--- src/rtl/univ_reg.sv ---
// Universal WIDTH-bit register: parallel load, shift, rotate, increment and
// decrement, with synchronous clear, enable-gated hold and asynchronous reset.
module univ_reg #(
    parameter int               WIDTH     = 8,
    parameter logic [WIDTH-1:0] RESET_VAL = '0
) (
    input  logic             clock,
    input  logic             reset,
    input  logic             en,
    input  logic             clr,
    input  logic [2:0]       mode,
    input  logic [WIDTH-1:0] din,
    input  logic             sin,
    output logic [WIDTH-1:0] dout,
    output logic             cout,
    output logic             zero
);

    localparam logic [2:0] MODE_HOLD = 3'b000;
    localparam logic [2:0] MODE_LOAD = 3'b001;
    localparam logic [2:0] MODE_SHL  = 3'b010;
    localparam logic [2:0] MODE_SHR  = 3'b011;
    localparam logic [2:0] MODE_ROL  = 3'b100;
    localparam logic [2:0] MODE_ROR  = 3'b101;
    localparam logic [2:0] MODE_INC  = 3'b110;
    localparam logic [2:0] MODE_DEC  = 3'b111;

    logic [WIDTH-1:0] r_dout;
    logic             r_cout;

    logic [WIDTH-1:0] w_op_dout;
    logic             w_op_cout;
    logic [WIDTH-1:0] w_next_dout;
    logic             w_next_cout;

    // Result of the selected operation, evaluated as if en=1 and clr=0.
    always_comb begin
        w_op_dout = r_dout;
        w_op_cout = r_cout;
        unique case (mode)
            MODE_HOLD: begin
                w_op_dout = r_dout;
                w_op_cout = r_cout;
            end
            MODE_LOAD: begin
                w_op_dout = din;
                w_op_cout = 1'b0;
            end
            MODE_SHL: begin
                w_op_dout = {r_dout[WIDTH-2:0], sin};
                w_op_cout = r_dout[WIDTH-1];
            end
            MODE_SHR: begin
                w_op_dout = {sin, r_dout[WIDTH-1:1]};
                w_op_cout = r_dout[0];
            end
            MODE_ROL: begin
                w_op_dout = {r_dout[WIDTH-2:0], r_dout[WIDTH-1]};
                w_op_cout = r_dout[WIDTH-1];
            end
            MODE_ROR: begin
                w_op_dout = {r_dout[0], r_dout[WIDTH-1:1]};
                w_op_cout = r_dout[0];
            end
            MODE_INC: begin
                w_op_dout = r_dout + WIDTH'(1);
                w_op_cout = &r_dout;
            end
            MODE_DEC: begin
                w_op_dout = r_dout - WIDTH'(1);
                w_op_cout = ~|r_dout;
            end
            default: begin
                w_op_dout = r_dout;
                w_op_cout = r_cout;
            end
        endcase
    end

    // Clear beats the enable gate, which beats the mode operation.
    always_comb begin
        w_next_dout = r_dout;
        w_next_cout = r_cout;
        if (clr) begin
            w_next_dout = '0;
            w_next_cout = 1'b0;
        end else if (en) begin
            w_next_dout = w_op_dout;
            w_next_cout = w_op_cout;
        end
    end

    always_ff @(posedge clock or negedge reset) begin
        if (!reset) begin
            r_dout <= RESET_VAL;
            r_cout <= 1'b0;
        end else begin
            r_dout <= w_next_dout;
            r_cout <= w_next_cout;
        end
    end

    assign dout = r_dout;
    assign cout = r_cout;
    assign zero = (r_dout == '0);

endmodule

--- config.mk ---
export PLATFORM = sky130hd
export DESIGN_NAME = univ_reg
export DESIGN_NICKNAME = d
export VERILOG_FILES = /design/src/rtl/univ_reg.sv
export SDC_FILE = /design/constraint.sdc
export NUM_CORES = 1
export LEC_CHECK = 0
export ABC_AREA = 0
export CAP_MARGIN = 15
export CORE_UTILIZATION = 49
export DETAILED_ROUTE_END_ITERATION = 10
export PLACE_DENSITY = 0.8
export SYNTH_ARGS = -nofsm -noshare
export SYNTH_HDL_FRONTEND = slang
export SYNTH_SLANG_ARGS = --single-unit
--- constraint.sdc ---
create_clock -name clock -period 2.2 [get_ports clock]
set_input_delay 0.55 -clock clock [delete_from_list [all_inputs] [get_ports clock]]
set_output_delay 0.55 -clock clock [all_outputs]
set_load 0.01 [all_outputs]
==> results.md, run 1 <==
* H-tree depth at 1
* Syn Area/Cell at ~7.5 um^2
* Post-CTS setup buffer count at 0
* Total grt overflow at 0
* Compound-Gate Fraction of Synth Area at between 30% and 40%
* Critical-path maximum fanout at 2
* DR WL/cell at 15.92 um
* Outcome: finished clean
* Critical Path RT at ~1.7 ns
* Hold Path Depth at 2
* CP max stage cell: or4_4
* CP peak stage delay at 0.55 ns
* DRC at 0
* Die height at between 40 and 50 um
* Main synth FF type: dfrtp_1
* Max_cap viols at 0
* Vias in the first global route at 1042
* Initial DRC count at 89
* Pre-antenna DRT Iters at 5
* Commonest cells after routing, fill and taps aside: buf_4 (25), clkdlybuf4s50_1 (21), nor2_1 (14)
* CTS tree: built
* IO Count at 26
* Cells after DPL at 204
* Synthesis-to-layout area growth at 41.73%
* Simple-gate share of the synthesized area at between 20 and 30%
* Via density at 6.231
* Buffers & Inverters on Critical Path at 1
* Tcrit/Tclk final at 93.57%
* Final hold viol count at 0
* Initial Utilization at between 50 and 60%
* Slew margin rel. at about three quarters
* Worst-path cell chain: or4_4 -> nor3_2 -> clkbuf_2
* DP HPWL at ~2.5 mm
* Clock Skews at ~0.0015 ns
* Core Util, Final at between 70 and 80%
* Mux contribution to synthesized area at slightly below 5%
* Tmin final at about 2.1 ns
* Post-Synth Adder-Cell Area at under 10%
* Ant. Diodes at 0
* Power Density at slightly above 400 nW/um^2
* Clk buf depth at 2
* Initial antenna violation count at 0
* Fin. max-slew vios at 0
* Core Box Area at slightly below 2000 um^2
* Die W at 48.15 um
* Die area at 2318 um^2
* Post-synth net total at approximately 160
* Register area share after synthesis at a little over a fifth
* Largest family of logic cells by synthesized area: compound AO/OA/AOI/OAI gates
* CTS buffer count at 3
* Critical path depth at 3
* CP top delay family: simple AND/OR/NAND/NOR gates
* HP Class: reg2reg
* Filler cells at between 100 and 150
* Clock sinks at 9
* Final std cells w/o fill at roughly 210
* Port Buffers at 25
* Clk slew on worst S/H paths at about 0.06 ns
* Worst path arrival time at approximately 1.5 ns
* Via count at around 1300
* Hold_buf cts at 0
* #FFs+latches synth at 9
* FMAX at 485.8 MHz
* Commonest non-fill, non-tap cell in the layout: buf_4
* Post-synth ARST share at 100.0%
* Clk root buf: clkbuf_4
* GR Util All Layers at approximately a third
* Finish-stage setup viols at 0
* VDD IR-drop max at approximately 250 uV
* Leak Pwr at about 0.6 nW
* Largest net degree at the start of global routing at 23
* Mapped Cells at 140
* Xor/xnor share of the synthesized area at approximately 2.5%
* Nets at about 200
* Post-synthesis cell type count at between 40 and 50
* Number of synthesis warnings at 0
* Syn Std Cell Area at approximately 1000 um^2
* First-pass GRT wire length at 4.988 mm
* Startpoint types: flip-flop
* # rows at 16
* DRT Wirelength at 3.312 mm
* Worst slew pin tran at around 0.40 ns
* Worst r2r path cells at 6
* Fraction of layout cells with a size suffix above 1 at around 23%
* Critical path type: reg2out
* Crit path capture type: output pin
* RSZ-0062 raised after global routing: false
* Setup slack, reg-to-reg at between 0.2 and 0.3 ns
* Gpl congestion at between 0.9 and 1
* Antenna-violating nets left at 0
* Number of synthesized flops with an enable pin at 0
* Clk_lat worst skew at ~0.26 ns
cells by family (layout without fill, tap and decap cells):
logic type | count (synthesis) | in the layout
mux | 5 | 5
simple gates | 57 | 57
compound gates | 46 | 46
flops | 9 | 9
xor+xnor | 3 | 3
buf+inv | 19 | 60
fa+ha+maj | 1 | 1
through the flow:
step	hold slack [ns]	cell area, um^2	TNS (ns)	power (mW)	setup slack [ns]
detailed placement	0.5269	1446	-1.469	0.4735	-0.3192
global placement	0.5071	1446	-1.179	0.4663	-0.2730
global route	0.5839	1479	0	0.6345	0.03255
floorplan	0.2544	1044	0	0.3362	0.09301
finish	0.5451	1479	0	0.6006	0.1414
CTS	0.5442	1483	0	0.6007	0.006710
tightest hold or removal path, delay by kind of cell, from the launching register on:
kind / cells / cell delay, ns
AOI/OAI and AO/OA: 1 / 0.09
DFF: 1 / 0.36
and+or+nand+nor: 1 / 0.05
layout make-up:
| type | count | area, um^2 | share of cell area [%] |
|---|---|---|---|
| inverter | 6 | 22.52 | 1.523 |
| clock buffer | 4 | 26.28 | 1.777 |
| tap | 27 | 33.78 | 2.284 |
| multi-input combinational | 112 | 742.0 | 50.17 |
| sequential | 9 | 225.2 | 15.23 |
| timing repair buffer | 50 | 429.2 | 29.02 |
final timing paths:
path / from / to
hold reg to reg: cout$_DFFE_PN0P_ / cout$_DFFE_PN0P_
setup / recovery: dout[5]$_DFFE_PN0P_ / zero
setup reg to reg: dout[5]$_DFFE_PN0P_ / dout[7]$_DFFE_PN0P_
min in group asynchronous: reset / dout[2]$_DFFE_PN0P_
max in group asynchronous: reset / dout[5]$_DFFE_PN0P_
hold / removal: cout$_DFFE_PN0P_ / cout$_DFFE_PN0P_
synthesized netlist by cell type, types with 2 or more instances:
| master | count | area (um^2) |
|---|---|---|
| clkbuf_1 | 4 | 15.01 |
| nand3_1 | 4 | 20.02 |
| a221oi_1 | 2 | 17.52 |
| a211o_1 | 2 | 17.52 |
| a22oi_1 | 2 | 15.01 |
| and2_1 | 2 | 12.51 |
| nor2_1 | 14 | 52.55 |
| a211oi_1 | 4 | 30.03 |
| nor2b_1 | 3 | 18.77 |
| inv_1 | 6 | 22.52 |
| o31ai_1 | 2 | 15.01 |
| o221a_2 | 2 | 22.52 |
| o21ai_0 | 7 | 35.03 |
| dfrtp_1 | 9 | 225.2 |
| mux2i_1 | 4 | 40.04 |
| a31oi_1 | 2 | 12.51 |
| a21oi_1 | 8 | 40.04 |
| nand4_1 | 3 | 18.77 |
| o2111ai_1 | 3 | 26.28 |
| buf_2 | 7 | 35.03 |
| o22ai_1 | 2 | 12.51 |
| nor3_1 | 9 | 45.04 |
| xnor2_1 | 2 | 17.52 |
| nand2_1 | 12 | 45.04 |
per-layer routing:
| layer | global-route usage [%] | wire, um | vias to the layer above |
|---|---|---|---|
| li1 | - | - | 613 |
| met5 | 0 | 0 | - |
| met3 | 6.667 | 272 | 7 |
| met1 | 43.88 | 1375 | 585 |
| met2 | 45.87 | 1614 | 91 |
| met4 | 13.89 | 49 | 0 |
registers in the layout (all words and copies together), names as in the netlist:
signal / cells
cout: 1
dout: 8
where the power goes:
| group | switching, mW | internal [mW] |
|---|---|---|
| Combinational | 0.149 | 0.142 |
| Sequential | 0.00643 | 0.176 |
| Clock | 0.0573 | 0.0699 |
repair_timing:
item	CTS	global route
resized for setup	7	2
endpoints found under the setup margin	3	1
cloned	0	0
pin swaps	1	0
No activity file was read; power rests on OpenSTA's default activity.
==> run 2, diff against run 1 <==
- CTS_CLUSTER_SIZE: unset -> 28
==> results of run 2 <==
Final layout, timing and power as in run 1 (identical DEF).
